===== config.mk =====
export PLATFORM = sky130hd
export DESIGN_NAME = surf_cout_rxcheck
export DESIGN_NICKNAME = d
export VERILOG_FILES = /design/src/rtl/surf_cout_rxcheck.sv
export SDC_FILE = /design/constraint.sdc
export NUM_CORES = 1
export LEC_CHECK = 0
export CORE_UTILIZATION = 35
export CTS_CLUSTER_DIAMETER = 30
export DETAILED_ROUTE_END_ITERATION = 7
export PLACE_DENSITY = 0.56
export RECOVER_POWER = 50
export SYNTH_ARGS = -nofsm -noshare
export SYNTH_HDL_FRONTEND = slang
export SYNTH_SLANG_ARGS = --single-unit
export TNS_END_PERCENT = 5

===== constraint.sdc =====
create_clock -name sysclk_i -period 5.25 [get_ports sysclk_i]
set_input_delay 1.3125 -clock sysclk_i [delete_from_list [all_inputs] [get_ports sysclk_i]]
set_output_delay 1.3125 -clock sysclk_i [all_outputs]
set_load 0.05 [all_outputs]

===== src/rtl/surf_cout_rxcheck.sv =====
// COUT receive checker: shifts in ISERDES nibbles, hunts/tracks the training word,
// flags per-nibble bit errors, captures the history on request and forwards nibbles to TURF.
module surf_cout_rxcheck #(
  parameter logic [31:0] TRAIN_PATTERN = 32'hA55A6996,
  parameter int unsigned MISS_LIMIT    = 4
) (
  input  logic        sysclk_i,
  input  logic        rst_n_i,
  input  logic [3:0]  cout_nibble_i,
  input  logic        bitslip_i,
  input  logic        capture_i,
  input  logic        enable_i,
  output logic [31:0] cout_data_o,
  output logic        cout_biterr_o,
  output logic        locked_o,
  output logic [3:0]  turf_nibble_o,
  output logic        turf_valid_o
);

  localparam logic [0:0] HUNT   = 1'b0;
  localparam logic [0:0] LOCKED = 1'b1;
  localparam logic [4:0] MISS_LIM = 5'(MISS_LIMIT);

  logic [0:0]  state;
  logic [31:0] sr;
  logic [3:0]  fill;
  logic [2:0]  ptr;
  logic [3:0]  miss;

  logic [31:0] nxt;
  logic [3:0]  expected;
  logic [4:0]  miss_inc;

  // nxt includes the nibble arriving this cycle, so matches and captures see it immediately
  assign nxt      = {sr[27:0], cout_nibble_i};
  assign expected = TRAIN_PATTERN[{ptr, 2'b00} +: 4];
  assign miss_inc = {1'b0, miss} + 5'd1;
  assign locked_o = (state == LOCKED);

  always_ff @(posedge sysclk_i) begin
    if (!rst_n_i) begin
      state         <= HUNT;
      sr            <= '0;
      fill          <= '0;
      ptr           <= 3'd7;
      miss          <= '0;
      cout_data_o   <= '0;
      cout_biterr_o <= 1'b1;
      turf_nibble_o <= '0;
      turf_valid_o  <= 1'b0;
    end else begin
      sr            <= nxt;
      turf_nibble_o <= enable_i ? cout_nibble_i : 4'h0;
      turf_valid_o  <= enable_i;
      if (capture_i) cout_data_o <= nxt;

      if (bitslip_i) begin
        // word alignment just changed: restart the hunt from an empty history
        state         <= HUNT;
        fill          <= '0;
        miss          <= '0;
        cout_biterr_o <= 1'b1;
      end else begin
        if (fill != 4'd8) fill <= fill + 4'd1;
        case (state)
          HUNT: begin
            cout_biterr_o <= 1'b1;
            if (fill >= 4'd7 && nxt == TRAIN_PATTERN) begin
              state <= LOCKED;
              ptr   <= 3'd7;
              miss  <= '0;
            end
          end
          default: begin
            ptr <= ptr - 3'd1;
            if (cout_nibble_i == expected) begin
              cout_biterr_o <= 1'b0;
              miss          <= '0;
            end else begin
              cout_biterr_o <= 1'b1;
              if (miss_inc == MISS_LIM) begin
                state <= HUNT;
                miss  <= '0;
              end else begin
                miss <= miss_inc[3:0];
              end
            end
          end
        endcase
      end
    end
  end

endmodule

## Word level (Yosys, flattened, before mapping)

Index checks and enable logic that the tools add are counted.

- Bits in registers: 78
- Bits in latches: 0
- Memory bits (writable): 0
- Memory bits (read-only): 0
- Bits of input ports: 9
- Output and inout port bits: 39
- Logic and storage cells: 38
- Memories: 0

- $add $sub $neg: 3
- Multipliers: 0
- Divide/modulo/power cells: 0
- Magnitude comparators: 1
- Equality and inequality tests: 4
- Shift-type cells: 1
- Multiplexer cells: 11
- Bitwise logic cells: 3
- Reduce and logical (&&, ||, !) cells: 6

Operators with widths:

| cell | number |
|---|---|
| 32-bit == test, second input constant | 1 |
| 32-bit by 6-bit indexed part select with 4-bit output, first input constant | 1 |
| 4-bit two-way mux | 4 |
| 3-bit two-way mux | 2 |
| 4-bit by 1-bit adder with 5-bit output, second input constant | 1 |
| 5-bit by 3-bit == test with 1-bit output, second input constant | 1 |
| 1-bit two-way mux | 5 |
| 4-bit by 1-bit adder with 4-bit output, second input constant | 1 |
| 4-bit == test | 1 |
| 4-bit by 3-bit greater-or-equal comparator with 1-bit output, second input constant | 1 |
| 4-bit inequality test, second input constant | 1 |
| 2-bit AND reduction | 2 |
| 1-bit NOT | 3 |
| 3-bit OR reduction | 1 |
| 3-bit by 1-bit subtractor with 3-bit output, second input constant | 1 |
| 2-bit nonzero test | 1 |
| 2-bit OR reduction | 1 |
| 1-bit logical AND | 1 |

## Longest topological paths before layout

Gate-level depths: netlist of run 1.

- Depth in word-level cells: 5
- Mapped depth: 6
- Gate-level depth less buffers: 6

## Worst setup path after synthesis of run 1

No wires, ideal clock.

- Kind: input-to-reg
- Start point: input port cout_nibble_i[0]
- End point: register miss[0]
- Setup time: 0.117 ns
- Arrival: 2.249 ns
- Required time: 5.133 ns
- Slack: 2.883 ns
- Stages on the path: 4
- Path buffers: 0
- Path through: nand2b_1 > nor4_4 > a31oi_2 > a32o_1

- Longest elaborated chain between the ends: 3
- Elaborated cells on any way between the ends: 6
- Classes of those cells: eq/ne: 2; mux: 2; reduce/logical: 2

RTL lines:

| item | RTL line | text |
|---|---|---|
| from (decl) | 9 | `input logic [3:0] cout_nibble_i,` |
| 32-bit == test or 4-bit == test (tied branches) | 68, 76 |  |
| 1-bit logical AND or 4-bit two-way mux (tied branches) | 68, 76 |  |
| 2-bit nonzero test (no line) or 4-bit two-way mux (tied branches) | n/a |  |
| to (signal assigned) | 85 | `miss <= miss_inc[3:0];` |
| to (decl) | 28 | `logic [3:0] miss;` |

Several ways; a longest one is shown, not always the timed one.
A chain may end at the register's enable or synchronous reset.

## Final worst setup path of run 1

- Start point: input port rst_n_i
- End point: register state (netlist: locked_o)

- Longest elaborated chain between the ends: 2

RTL lines:

| item | RTL line | text |
|---|---|---|
| from (decl) | 8 | `input logic rst_n_i,` |
| 1-bit NOT (no line) | n/a |  |
| 2-bit OR reduction (no line) | n/a |  |
| to (signal assigned) | 42 | `state <= HUNT;` |
| to (signal assigned) | 59 | `state <= HUNT;` |
| to (signal assigned) | 69 | `state <= LOCKED;` |
| to (decl) | 24 | `logic [0:0] state;` |

Every way passes these cells.

==> results of run 1 <==
==> cells by family after synthesis <==
kind of cell / Yosys count
AO/OA/AOI/OAI: 21
flip-flops: 78
XOR/XNOR: 3
AND/OR/NAND/NOR: 100
multiplexers: 33
adder cells (fa/ha/maj): 4
buffers and inverters: 19
==> registers in the layout, indices dropped and copies added (netlist names) <==
register	count
cout_biterr_o	1
cout_data_o	32
fill	4
locked_o	1
miss	4
ptr	3
sr	28
turf_nibble_o	4
turf_valid_o	1
==> Yosys cell counts, drive strengths merged, types with 2 or more instances <==
master / n / area share (%)
dfxtp: 78 / 54
nor2b: 34 / 7.3
mux2i: 33 / 11
and2: 29 / 6.3
clkbuf: 9 / 1.2
inv: 7 / 0.90
a21oi: 6 / 1.2
nor2: 5 / 0.90
a32o: 4 / 1.4
and3: 4 / 0.90
ha: 4 / 1.7
nand2: 4 / 0.52
nand3: 4 / 0.69
buf: 3 / 0.52
nand2b: 3 / 0.90
nor4bb: 3 / 1.0
o21ai: 3 / 0.52
a311oi: 2 / 0.82
nand3b: 2 / 0.52
nand4bb: 2 / 0.77
o221ai: 2 / 1.4
or2b: 2 / 0.56
xnor2: 2 / 0.60
==> stage by stage <==
stage          total power [mW]  utilization, %  hold slack (ns)
6_report                   1.31            47.2            0.471
5_1_grt                    1.36            47.2            0.497
4_1_cts                    1.32            47.3            0.473
3_5_place_dp              0.717            43.7            0.441
3_3_place_gp              0.717            43.7            0.441
2_1_floorplan             0.688               -            0.421
==> area by class of cell <==
cell class | count | area, um2 | area share, %
repair buffers | 47 | 459 | 12.3
well taps | 102 | 128 | 3.43
inverters | 7 | 26.3 | 0.705
clock inverters | 5 | 129 | 3.46
clock buffers | 11 | 151 | 4.06
multi-input cells | 161 | 1270 | 34.1
flip-flops and latches | 78 | 1560 | 41.9
==> power by group through the flow <==
| stage | clock, mW | sequential (mW) | combinational (mW) |
|---|---|---|---|
| floorplan | 0 | 0.646 | 0.0419 |
| global placement | 0 | 0.626 | 0.0905 |
| detailed placement | 0 | 0.626 | 0.0909 |
| CTS | 0.617 | 0.613 | 0.0912 |
| global route | 0.648 | 0.614 | 0.0970 |
| finish | 0.604 | 0.612 | 0.0904 |
==> worst paths after layout <==
check | start | end | cells after the start
setup / recovery | rst_n_i | locked_o$_SDFF_PP0_ | 3
hold reg to reg | sr[22]$_SDFF_PN0_ | sr[26]$_SDFF_PN0_ | 1
hold / removal | sr[22]$_SDFF_PN0_ | sr[26]$_SDFF_PN0_ | 1
setup reg to reg | ptr[0]$_SDFFE_PN1P_ | miss[2]$_SDFFE_PP0P_ | 6
==> metal layers <==
metal | part of all wire [%] | vias up | GRT usage (%) | wire length, um
li1 | - | 968 | - | -
met1 | 50 | 865 | 18.1 | 2750
met2 | 43 | 38 | 19.2 | 2360
met3 | 4.9 | 8 | 5.20 | 265
met4 | 1.3 | 0 | 4.23 | 69
met5 | 0 | - | 0 | 0
==> results_dict.tcl, run 1 <==
set metrics [dict create \
    status "complete, but fails checks" \
    violations "max-capacitance violations, max-slew violations" \
    post_dp_cell_area_um2 3450 \
    overflow 0 \
    stdcell_count 411 \
    wire_per_inst_um 13.2 \
    hold_viol_final 0 \
    netlist_instances 258 \
    viasPerCell 4.57 \
    ys.warnings.count 0 \
    cts_setup_buffers 0 \
    finalInstanceArea_um2 3730 \
    htree_num_levels 3 \
    cp_slowest_cell "clkbuf_1" \
    p_leak_nw 1.44 \
    cpLargestDelayFamily "buffers and inverters" \
    finalCritPeriodShare_pct 65.8 \
    setup-violations-final 0 \
    row_count 32 \
    grt_pass1_wl_um 8740 \
    die_h_um 93.2 \
    synth_xor_area_share_pct 0.903 \
    final.setup.worst_slack_ns 1.80 \
    final_common_cell "dfxtp_1" \
    relSlewSlack_pct -62.6 \
    grt_usage_pct 13.3 \
    crit_path_start_kind "input port" \
    cts_resized 0 \
    clkLatencyLatePin_ns 0.35 \
    power_switching_mw 0.274 \
    finClkSkew_ns 0.0100 \
    seq_power_share_pct 46.9 \
    cts_buffer_depth 2 \
    fp.dieW_um 93.2 \
    synth_seq_cells 78 \
    p_comb_share_pct 6.9 \
    ys.flop_type "dfxtp_1" \
    pre_cts_ws_ns 2.25 \
    cts_tree "yes" \
    cts-buffers-inserted 9 \
    areaGrowthSynthToFinish_pct 28.1 \
    swShare_pct 21.0 \
    min_period_ns 3.45 \
    n_antenna_cell 0 \
    cap_violations 1 \
    crit_path_end_kind "flip-flop" \
    core_um2 7890 \
    portBuffers 47 \
    start_util_pct 36.9 \
    power.density_nw_per_um2 351 \
    cts_root_buffer "clkbuf_8" \
    path_buf_inv 1 \
    dpl.hpwl_um 3580 \
    netlist_area_um2 2910 \
    drv_slew 73 \
    critPathMaxFanout 72 \
    power.share.clock_pct 46.2 \
    max_stage_delay_ns 1.70 \
    final_cell_mix "dfxtp_1, clkdlybuf4s50_1, nor2b_1, mux2i_1, and2_1" \
    worstMarginPinSlew_ns 2.44 \
    r2r_setup_slack_ns 3.42 \
    drt_iter0_drc 61 \
    worstPathArrival_ns 3.72 \
    route.detailed.drc 0 \
    placed_cells 395 \
    yosysUniqueCellTypes 46 \
    fmax_ghz 0.290 \
    antenna_found_initial 0 \
    synth-seq-area-share_pct 53.7 \
    fill_cells 731 \
    synth_compound_area_share_pct 6.54 \
    crit_type "in2reg" \
    postSynth.asyncResetShare_pct 0 \
    drtAntennaViolNets 0 \
    worst_hold_path_type "reg2reg" \
    clkSinkCount 78 \
    hold_buffers 0 \
    synth_fa_ha_area_share_pct 1.72 \
    drtPass1Iterations 4 \
    rsz0062_at_grt "false" \
    worstPathCellList "clkbuf_1 > or2b_2 > a311oi_2" \
    yosys-mux-area-fraction_pct 11.4 \
    vias 1879 \
    fin_tns_setup_ns 0 \
    nets 317 \
    wl_um 5440 \
    p_int_mw 1.03 \
    clkTransAtPathRegs_ns 0.08 \
    synth_edf_count 0 \
    drive_gt1_share_pct 10.0 \
    place_congestion 0.757 \
    synth_area_per_cell_um2 11.3 \
    io_pins 48 \
    first_global_vias 1746 \
    yosys.area_share.simple_pct 23.2 \
    grt_max_degree 73 \
    ir_drop_v 0.000220 \
    die-area_um2 8680 \
    syn_nets 271 \
    cp_data_required_time_ns 5.51 \
    synth_top_family_by_area "simple AND/OR/NAND/NOR gates" \
]
Power figures use the tool's default switching activity.
==> inputs of run 2 (changes only) <==
--- a/config.mk
+++ b/config.mk
@@ -8,7 +8,7 @@
 export CORE_UTILIZATION = 35
 export CTS_CLUSTER_DIAMETER = 30
 export DETAILED_ROUTE_END_ITERATION = 7
-export PLACE_DENSITY = 0.56
+export PLACE_DENSITY = 0.58
 export RECOVER_POWER = 50
 export SYNTH_ARGS = -nofsm -noshare
 export SYNTH_HDL_FRONTEND = slang
==> constraint.sdc (replaced) <==
create_clock -name sysclk_i -period 2.85 [get_ports sysclk_i]
set_input_delay 0.7125 -clock sysclk_i [delete_from_list [all_inputs] [get_ports sysclk_i]]
set_output_delay 0.7125 -clock sysclk_i [all_outputs]
set_load 0.05 [all_outputs]
==> results_dict.tcl, run 2 (synthesis gave the netlist of run 1 again) <==
set metrics [dict create \
    start_util_pct 36.9 \
    worstPathCellList "clkdlybuf4s50_1" \
    clkTransAtPathRegs_ns 0.08 \
    wire_per_inst_um 13.3 \
    fin_tns_setup_ns 0 \
    clkSinkCount 78 \
    p_total_mw 2.27 \
    final_cell_mix "dfxtp_1, clkdlybuf4s50_1, nor2b_1, mux2i_1, and2_1" \
    cts_setup_buffers 0 \
    cts_tree "yes" \
    nets 320 \
    cts_root_buffer "clkbuf_8" \
    status "completed" \
    hold_buffers 0 \
    cp_data_required_time_ns 2.14 \
    crit_path_start_kind "flip-flop" \
    rsz0062_at_grt "false" \
    pre_cts_ws_ns 0.422 \
    areaGrowthSynthToFinish_pct 27.3 \
    max_stage_delay_ns 0.87 \
    fill_cells 738 \
    place_congestion 0.700 \
    finalCritPeriodShare_pct 84.1 \
    core_um2 7890 \
    drtPass1Iterations 4 \
    multi_input_area_um2 1270 \
    portBuffers 47 \
    hold_viol_final 0 \
    row_count 32 \
    cts_buffer_depth 2 \
    cap_violations 0 \
    die-area_um2 8680 \
    cts_resized 0 \
    grt_pass1_wl_um 9280 \
    clkLatencyLatePin_ns 0.34 \
    antenna_found_initial 0 \
    finalInstanceArea_um2 3700 \
    regArea_um2 1560 \
    io_pins 48 \
    worstPathArrival_ns 1.69 \
    route.detailed.drc 0 \
    crit_type "reg2out" \
    setup-violations-final 0 \
    fp.dieW_um 93.2 \
    dpl.hpwl_um 3810 \
    finClkSkew_ns 0.00921 \
    top_register "cout_data_o" \
    crit_path_end_kind "output pin" \
    overflow 0 \
    relSlewSlack_pct 15.2 \
    viasPerCell 4.57 \
    worst_hold_path_type "reg2reg" \
    power.density_nw_per_um2 614 \
    vias 1891 \
    final_common_cell "dfxtp_1" \
    final.setup.worst_slack_ns 0.452 \
    largest_reg_flops 32 \
    cp_slowest_cell "clkdlybuf4s50_1" \
    min_period_ns 2.40 \
    post_dp_cell_area_um2 3470 \
    first_global_vias 1827 \
    n_antenna_cell 0 \
    drt_iter0_drc 63 \
    cts-buffers-inserted 9 \
    wl_um 5510 \
    htree_num_levels 3 \
    drive_gt1_share_pct 10.3 \
    die_h_um 93.2 \
    ir_drop_v 0.000375 \
    drv_slew 0 \
    drtAntennaViolNets 0 \
    fmax_ghz 0.417 \
    largest_registers "cout_data_o x32, sr x28" \
    grt_max_degree 38 \
    p_leak_nw 1.43 \
    worstMarginPinSlew_ns 1.27 \
    grt_usage_pct 14.2 \
    cpLargestDelayFamily "buffers and inverters" \
    critPathMaxFanout 7 \
    path_buf_inv 1 \
]
-- run 2: final cells by class --
class	instances	share of cell area, %
well taps	102	3.45
multi-input cells	161	34.3
flip-flops and latches	78	42.2
clock inverters	5	2.87
repair buffers	50	12.9
inverters	7	0.709
clock buffers	11	3.55
-- run 2: path summary, 6_finish.rpt --
kind / start / endpoint / slack, ns / depth (start not counted)
worst max-delay path: locked_o$_SDFF_PP0_ / locked_o / 0.45 / 1
worst min-delay path: sr[22]$_SDFF_PN0_ / sr[26]$_SDFF_PN0_ / 0.47 / 1
worst max register to register: ptr[0]$_SDFFE_PN1P_ / miss[2]$_SDFFE_PP0P_ / 1.05 / 6
worst min register to register: sr[22]$_SDFF_PN0_ / sr[26]$_SDFF_PN0_ / 0.47 / 1
-- run 2: where the power goes --
group / switching, mW / leakage (nW) / internal [mW]
clock network: 0.392 / 0.114 / 0.586
logic: 0.0983 / 0.686 / 0.0691
registers: 0.0155 / 0.634 / 1.11
total: 0.506 / 1.43 / 1.77
-- run 2: per-stage QoR --
step / hold slack, ns / instances / util [%]
floorplan: 0.421 / 258 / -
global placement: 0.441 / 398 / 44.0
detailed placement: 0.466 / 398 / 44.0
CTS: 0.474 / 414 / 47.0
global route: 0.499 / 414 / 47.0
finish: 0.473 / 414 / 47.0
-- run 2: routing by layer --
metal	vias to the layer above	global-route usage, %	routed length (um)
li1	982	-	-
met1	866	18.5	2760
met2	37	21.3	2410
met3	6	5.04	256
met4	0	5.77	79
met5	-	0	0
==> inputs of run 3 (changes only) <==
==> constraint.sdc (replaced) <==
create_clock -name sysclk_i -period 2 [get_ports sysclk_i]
set_input_delay 0.5 -clock sysclk_i [delete_from_list [all_inputs] [get_ports sysclk_i]]
set_output_delay 0.5 -clock sysclk_i [all_outputs]
set_load 0.05 [all_outputs]
==> results_dict.tcl, run 3 (synthesis gave the netlist of run 1 again) <==
set metrics [dict create \
    start_util_pct 36.9 \
    fmax_ghz 0.512 \
    max_stage_delay_ns 0.80 \
    status "completed" \
    seq_power_share_pct 56.0 \
    final_common_cell "dfxtp_1" \
    cts-buffers-inserted 9 \
    drtAntennaViolNets 0 \
    io_pins 48 \
    regArea_um2 1560 \
    startpoint "turf_nibble_o[0]$_SDFF_PN0_" \
    hold_viol_final 0 \
    ir_drop_v 0.000328 \
    crit_path_end_kind "output pin" \
    dpl.hpwl_um 3760 \
    drv_slew 0 \
    finalInstanceArea_um2 3610 \
    cts_tree "yes" \
    row_count 32 \
    rsz0062_at_grt "false" \
    power.density_nw_per_um2 794 \
    p_leak_nw 1.56 \
    clkLatencyLatePin_ns 0.34 \
    drt_iter0_drc 36 \
    vias 1925 \
    finalCritPeriodShare_pct 97.6 \
    largest_registers "cout_data_o x32, sr x28" \
    grt_max_degree 40 \
    drive_gt1_share_pct 18.5 \
    die_h_um 93.2 \
    hold_slack_ns 0.460 \
    core_um2 7890 \
    htree_num_levels 3 \
    post_dp_cell_area_um2 3460 \
    cpLargestDelayFamily "buffers and inverters" \
    grt_usage_pct 13.9 \
    wire_per_inst_um 13.0 \
    clkTransAtPathRegs_ns 0.07 \
    swShare_pct 23.9 \
    portBuffers 47 \
    worstPathArrival_ns 1.45 \
    nets 325 \
    path_buf_inv 1 \
    wl_um 5410 \
    worst_hold_path_type "reg2reg" \
    power_switching_mw 0.687 \
    p_total_mw 2.87 \
    areaGrowthSynthToFinish_pct 24.2 \
    relSlewSlack_pct 53.5 \
    cap_violations 0 \
    crit_type "reg2out" \
    n_antenna_cell 0 \
    cp_slowest_cell "clkdlybuf4s50_1" \
    power.share.clock_pct 35.7 \
    p_int_mw 2.18 \
    p_comb_share_pct 8.2 \
    crit_path_start_kind "flip-flop" \
    critPathMaxFanout 1 \
    cts_setup_buffers 0 \
    worstPathCellList "clkdlybuf4s50_1" \
    cts_root_buffer "clkbuf_8" \
    drtPass1Iterations 4 \
    first_global_vias 1867 \
    finClkSkew_ns 0.00666 \
    fill_cells 756 \
    grt_pass1_wl_um 9180 \
    largest_reg_flops 32 \
    hp-start "ptr[0]$_SDFFE_PN1P_" \
    die-area_um2 8680 \
    antenna_found_initial 0 \
    multi_input_area_um2 1270 \
    r2r_start "ptr[0]$_SDFFE_PN1P_" \
    cts_buffer_depth 2 \
    route.detailed.drc 0 \
    top_register "cout_data_o" \
    fp.dieW_um 93.2 \
    viasPerCell 4.63 \
    overflow 0 \
    clkSinkCount 78 \
    final_cell_mix "dfxtp_1, nor2b_1, mux2i_1, buf_4, and2_1" \
    worstMarginPinSlew_ns 0.698 \
    cp_data_required_time_ns 1.50 \
    place_congestion 0.703 \
    min_period_ns 1.95 \
    setup-violations-final 0 \
]
[run 3: cell types whose count changed in the layout (fill, tap and decap cells not counted), moves of 3 or more]
cell / previous run / this run
buf_4: 2 / 29
bufinv_16: 3 / 0
clkdlybuf4s50_1: 45 / 8
dlygate4sd2_1: 0 / 8
dlymetal6s2s_1: 0 / 3
[run 3: metrics by stage]
step,setup TNS [ns],util [%],instances,worst slack (ns)
after CTS,0,45.8,416,0.00217
after global placement,-0.549,43.9,403,-0.117
after floorplan,0,-,258,0.331
after global routing,0,45.8,416,0.0128
after detailed placement,-0.718,43.9,403,-0.141
final,0,45.8,416,0.0475
[run 3: per-layer routing]
layer / share of wire [%] / vias to the layer above / GRT usage, %
met1: 51 / 890 / 18.7
met4: 2.2 / 0 / 8.85
met2: 43 / 34 / 19.9
li1: - / 990 / -
met5: 0 / - / 0
met3: 4.0 / 11 / 3.25
[run 3: path summary, 6_finish.rpt]
path / end / slack, ns / depth (start not counted)
setup / recovery: turf_nibble_o[0] / 0.05 / 1
hold / removal: ptr[0]$_SDFFE_PN1P_ / 0.46 / 1
setup reg to reg: miss[2]$_SDFFE_PP0P_ / 0.22 / 6
hold reg to reg: ptr[0]$_SDFFE_PN1P_ / 0.46 / 1
[run 3: power groups by stage]
| stage | sequential (mW) | combinational (mW) | clock, mW |
|---|---|---|---|
| 6_report | 1.61 | 0.236 | 1.03 |
| 5_1_grt | 1.61 | 0.256 | 1.12 |
| 4_1_cts | 1.61 | 0.243 | 1.06 |
| 3_5_place_dp | 1.64 | 0.247 | 0 |
| 3_3_place_gp | 1.64 | 0.246 | 0 |
| 2_1_floorplan | 1.70 | 0.110 | 0 |
[run 3: timing repair]
action                                 4_1_cts  5_1_grt
gates cloned                                 0        0
hold buffers                                 0        0
gates resized for setup                      8        3
endpoints found under the hold margin        0        0
setup endpoints to repair                    8        3
[run 3: cell type report]
cell class / instances / area share, %
Inverter: 7 / 0.727
Clock buffer: 12 / 4.30
Tap cell: 102 / 3.53
Clock inverter: 1 / 0.208
Multi-Input combinational cell: 161 / 35.2
Timing Repair Buffer: 55 / 12.8
Sequential cell: 78 / 43.2
==> patch 1, RTL diff (flow settings as in run 2) <==
Add an input register stage for `cout_nibble_i`, `bitslip_i`, `capture_i` and `enable_i`, with the module's reset; this delays them by one clock.
--- a/src/rtl/surf_cout_rxcheck.sv
+++ b/src/rtl/surf_cout_rxcheck.sv
@@ -22,4 +22,23 @@
   localparam logic [4:0] MISS_LIM = 5'(MISS_LIMIT);
 
+  logic [3:0] cout_nibble_q;
+  logic bitslip_q;
+  logic capture_q;
+  logic enable_q;
+
+  always_ff @(posedge sysclk_i) begin
+    if (!rst_n_i) begin
+      cout_nibble_q <= '0;
+      bitslip_q     <= '0;
+      capture_q     <= '0;
+      enable_q      <= '0;
+    end else begin
+      cout_nibble_q <= cout_nibble_i;
+      bitslip_q     <= bitslip_i;
+      capture_q     <= capture_i;
+      enable_q      <= enable_i;
+    end
+  end
+
   logic [0:0]  state;
   logic [31:0] sr;
@@ -33,5 +52,5 @@
 
   // nxt includes the nibble arriving this cycle, so matches and captures see it immediately
-  assign nxt      = {sr[27:0], cout_nibble_i};
+  assign nxt      = {sr[27:0], cout_nibble_q};
   assign expected = TRAIN_PATTERN[{ptr, 2'b00} +: 4];
   assign miss_inc = {1'b0, miss} + 5'd1;
@@ -51,9 +70,9 @@
     end else begin
       sr            <= nxt;
-      turf_nibble_o <= enable_i ? cout_nibble_i : 4'h0;
-      turf_valid_o  <= enable_i;
-      if (capture_i) cout_data_o <= nxt;
+      turf_nibble_o <= enable_q ? cout_nibble_q : 4'h0;
+      turf_valid_o  <= enable_q;
+      if (capture_q) cout_data_o <= nxt;
 
-      if (bitslip_i) begin
+      if (bitslip_q) begin
         // word alignment just changed: restart the hunt from an empty history
         state         <= HUNT;
@@ -74,5 +93,5 @@
           default: begin
             ptr <= ptr - 3'd1;
-            if (cout_nibble_i == expected) begin
+            if (cout_nibble_q == expected) begin
               cout_biterr_o <= 1'b0;
               miss          <= '0;
Check against the original RTL: not equivalent (Yosys sat finds a counterexample within 4 cycles, from zero or initial values and one cycle with rst_n_i low).
==> patch 1 against run 2 <==
Power decreased by 0.34%; synthesized area up 5.9%; worst hold slack lost 15 ps; worst setup slack improved by 36 ps; wire length increased by 1.1%; sequential cell count is 7 higher; final cell count grew 3.6%; design area is 4.0% higher.
==> patch 1: results (changes against run 2) <==
- RD Place Congestion: 0.757 (+8.2%)
- Worst hold-check path type: flop to flop
- EDFF count, synth: 0 (unchanged)
- Post-DP HPWL: 3.73 mm (-2.2%)
- Clock-pin slew on the worst setup and hold paths: 80 ps (about the same)
- CTS Buffer Depth: 2 (unchanged)
- Synth Net Count: 285 (+5.2%)
- First-pass GRT wire length: 9.10 mm (-1.9%)
- Max incr delay on CP: 850 ps (-20 ps)
- Routed WL per cell: 13.0 µm (-2.5%)
- Largest cells by area after synthesis: dfxtp_1 55%, mux2i_1 11%, and2_1 7.1%
- Post-synth top cells: 85 x dfxtp_1, 35 x and2_1, 34 x nor2b_1, 33 x mux2i_1, 9 x clkbuf_1
- Worst Skew: 9.98 ps (+0.769 ps)
- Htree depth: 3 (unchanged)
- Vias in the first global route: 1785 (-2.3%)
- VDD IR max: 0.362 mV (-3.6%)
- Status: finished clean
- Yosys cell types: 44 (-4.3%)
- Critical Path AT: 1650 ps (-40 ps)
- Total Routing Usage GR: 13.4% (-0.81 points)
- # nets final: 332 (+3.8%)
- Top-area cell type share of the netlist area: 55.2% (+1.5 points)
- Via count: 1966 (+4.0%)
- Initial antenna violation count: 0 (unchanged)
- Largest net degree at the start of global routing: 60 (+58%)
- Number of DRC markers in iteration 0: 102 (+62%)
- Ys async rst share: 0% (unchanged)
- Worst slew margin: 33.7% (+18 points)
- Seq/Total Area, Yosys: 55.2% (+1.5 points)
- Leakage power total: 1.40 nW (-2.2%)
- Reg with most FFs: cout_data_o
- Port bufs: 47 (unchanged)
- Num CTS Buffers: 9 (unchanged)
- Dpl ws: 855 ps (+433 ps)
- Share of cells above drive strength 1: 9.26% (-1.0 points)
- # fillers: 834 (+13%)
==> patch 1: final cells by class <==
class	count	share of cell area [%]
clock buffer	11	3.41
clock inverter	5	2.18
inverter	7	0.682
multi-input combinational	168	33.9
sequential	85	44.2
tap	105	3.41
timing repair buffer	48	12.2
==> patch 1: worst paths after layout <==
path / to / startpoint / cells after the start / slack, ps
worst max-delay path: locked_o / locked_o$_SDFF_PP0_ / 1 / 490
worst min-delay path: ptr[0]$_SDFFE_PN1P_ / ptr[0]$_SDFFE_PN1P_ / 1 / 460
worst max register to register: miss[2]$_SDFFE_PP0P_ / ptr[0]$_SDFFE_PN1P_ / 6 / 1040
worst min register to register: ptr[0]$_SDFFE_PN1P_ / ptr[0]$_SDFFE_PN1P_ / 1 / 460
==> patch 1: through the flow <==
step                      cells  utilization, %  instance area, µm²
after floorplan             272               -                3080
after global placement      413            43.4                3640
after detailed placement    413            43.4                3640
after CTS                   429            46.0                3850
after global routing        429            45.9                3850
final                       429            45.9                3850
==> patch 1: kinds of logic (layout without fill, tap and decap cells) <==
logic type | after synthesis | in the layout | synth area share [%]
AND/OR/NAND/NOR | 108 | 108 | 23.2
XOR/XNOR | 3 | 3 | 0.853
buffers and inverters | 19 | 71 | 2.44
flip-flops | 85 | 85 | 55.2
adder cells (fa/ha/maj) | 4 | 4 | 1.62
AO/OA/AOI/OAI | 20 | 20 | 5.97
multiplexers | 33 | 33 | 10.7
==> patch 1: report_power, final <==
part	leakage [nW]	switching [mW]	internal [mW]	total [mW]
Sequential	0.689	0.0285	1.21	1.23
Combinational	0.613	0.0507	0.0521	0.103
Clock	0.100	0.430	0.498	0.928
Total	1.40	0.509	1.76	2.27
==> patch 1: metal layers <==
layer	track usage, %	share of wire, %	up-vias
met5	0	0	-
met4	4.85	1.6	0
met3	5.77	4.9	10
met2	18.9	42	43
met1	18.0	51	903
li1	-	-	1010
==> patch 2, RTL diff (flow settings as in run 2) <==
Made on the original files. Make the reset (`rst_n_i`) asynchronous in one clocked block.
--- a/src/rtl/surf_cout_rxcheck.sv
+++ b/src/rtl/surf_cout_rxcheck.sv
@@ -38,5 +38,5 @@
   assign locked_o = (state == LOCKED);
 
-  always_ff @(posedge sysclk_i) begin
+  always_ff @(posedge sysclk_i or negedge rst_n_i) begin
     if (!rst_n_i) begin
       state         <= HUNT;
Function: differs if rst_n_i is asserted again (counterexample within 4 cycles, from zero or initial values and one cycle with rst_n_i low); with rst_n_i held inactive, the same outputs for 10 cycles.
==> patch 2 against run 2 <==
The flow now finishes with violations (capacitance limit, slew limit); sequential share of layout area up 11 points; worst setup slack worse by 43 ps; maximum frequency down 1.7%; synthesized cell count down 27%; sequential cell count unchanged; design area down 0.54%; final cell count down 15%; first-iteration DRC count up 51%; synthesized area down 1.7%; wire length down 3.7%; worst hold slack worse by 82 ps; via count down 12%; clock skew down 2.3 ps; critical endpoint unchanged.
Power is not compared: it rests on default switching activity, and its combinational part moved more than twofold at a synthesized area within 25%.
==> patch 2: results (changes against run 2) <==
- Final Hold Vio Count: 0 (unchanged)
- Worst slew margin: -26.1% (-41 points)
- Post-DP HPWL: 3.51 mm (-7.8%)
- Num CTS Buffers: 9 (unchanged)
- Violated checks: capacitance limit, slew limit
- Number of DRC markers in iteration 0: 95 (+51%)
- Max incr delay on CP: 860 ps
- Initial antenna violation count: 0 (unchanged)
- First-pass DRT Iterations: 4 (unchanged)
- Reg2Reg Launch Point: ptr[0]$_DFFE_PN1P_
- Worst Skew: 6.88 ps (-2.32 ps)
- Crit path to: locked_o
- Post-CTS sizing: 0 (unchanged)
- Share of cells above drive strength 1: 23.4% (+13 points)
- Synth Area in Compound Gates: 4.94% (-1.6 points)
- Mux share of post-synthesis cell area: 13.3% (+1.9 points)
- Post-Synth XOR/XNOR Area: 0.919% (+0.015 points)
- Post-DP Area: 3460 µm² (-0.14%)
- Reg with most FFs: cout_data_o
- Vias in the first global route: 1641 (-10%)
- Crit path max-delay family: buffers and inverters
- Final Max Slew Viols: 79 (+79)
- Worst Reg-to-Reg Cells: 6 (unchanged)
- Htree depth: 3 (unchanged)
- Setup slack, reg-to-reg: 1090 ps (+40 ps)
- Critical Path AT: 1730 ps (+40 ps)
- Synth warn: 0 (unchanged)
- Largest net degree at the start of global routing: 79 (+110%)
- First-pass GRT wire length: 8.84 mm (-4.8%)
- N_diodes: 0 (unchanged)
- Leakage power total: 1.55 nW
- # nets final: 256 (-20%)
- RD Place Congestion: 0.782 (+12%)
- Min-Delay Endpoint: sr[8]$_DFF_PN0_
- CP max FO: 8 (+1)
- # fillers: 727 (-1.5%)
- Hold Path Depth: 0 (-1)
- Post-synthesis adder-cell area fraction: 1.75% (+0.029 points)
- Ys async rst share: 100% (+100 points)
- Crit path max-delay cell type: clkdlybuf4s50_1
- Max cap viols: 1 (+1)
- Clock-pin slew on the worst setup and hold paths: 80 ps (about the same)
- Largest cells by area after synthesis: dfrtp_1 65%, mux2_2 13%, dfstp_2 3.7%
- Clock latency on the worst-skew pair: 340 ps (about the same)
- Routed WL per cell: 15.1 µm (+14%)
- Port bufs: 47 (unchanged)
- Yosys cell types: 39 (-15%)
- Total Routing Usage GR: 13.8% (-0.34 points)
- Post-synth top cells: 74 x dfrtp_1, 32 x mux2_2, 6 x nor2_1, 5 x inv_1, 5 x nand2_1
- Worst reg2reg endpoint: locked_o$_DFF_PN0_
- Top Registers: cout_data_o: 32 flops, sr: 28 flops
- Critical Path Start: locked_o$_DFF_PN0_
- Vias/cell: 4.74 (+3.8%)
- Post-CTS Setup Inserts: 0 (unchanged)
- Root buffer cell: clkbuf_8
- Hold Crit Start: sr[4]$_DFF_PN0_
- Status: finished, violations left
- Synth Net Count: 201 (-26%)
- CTS Buffer Depth: 2 (unchanged)
- Seq/Total Area, Yosys: 68.4% (+15 points)
==> patch 2: changes by cell type after synthesis, sizes merged, moves of 2 or more <==
cell,run 2,this run
dfxtp,78,0
and3,4,0
nor3b,1,3
dfrtp,0,74
mux2i,33,2
clkbuf,9,2
a21oi,6,4
o221ai,2,0
nor2b,34,2
and2,29,4
dfstp,0,4
inv,7,5
mux2,0,32
==> patch 2: stage by stage <==
stage | hold WS (ps) | setup WS, ps | std cells | util (%)
after global routing | 414 | 335 | 350 | 47.2
after floorplan | 361 | 1020 | 188 | -
after detailed placement | 378 | 291 | 334 | 44.4
after global placement | 378 | 338 | 334 | 44.4
final | 391 | 409 | 350 | 47.2
after CTS | 386 | 394 | 350 | 47.4
==> patch 2: layout make-up <==
class | count | share of cell area [%]
timing repair buffer | 49 | 13.0
tap | 102 | 3.46
inverter | 5 | 0.510
clock buffer | 13 | 4.59
multi-input combinational | 100 | 23.5
sequential | 78 | 53.1
clock inverter | 3 | 1.77
==> patch 2: layer usage <==
layer	wire (µm)	GRT usage [%]	up-vias	share of wire, %
met1	2610	19.8	829	49
li1	-	-	781	-
met5	0	0	-	0
met2	2350	19.1	39	44
met4	108	6.64	0	2.0
met3	239	4.11	10	4.5
==> patch 2: power breakdown <==
part           switching (mW)  total, mW  internal (mW)
logic                   0.254      0.399          0.145
registers              0.0451       1.22           1.18
clock network           0.391      0.955          0.565
total                   0.690       2.58           1.89
==> patch 2: kinds of logic after synthesis <==
kind of cell,count (synthesis)
compound gates,18
xor+xnor,3
fa+ha+maj,4
buf+inv,10
flops,78
mux,34
simple gates,41
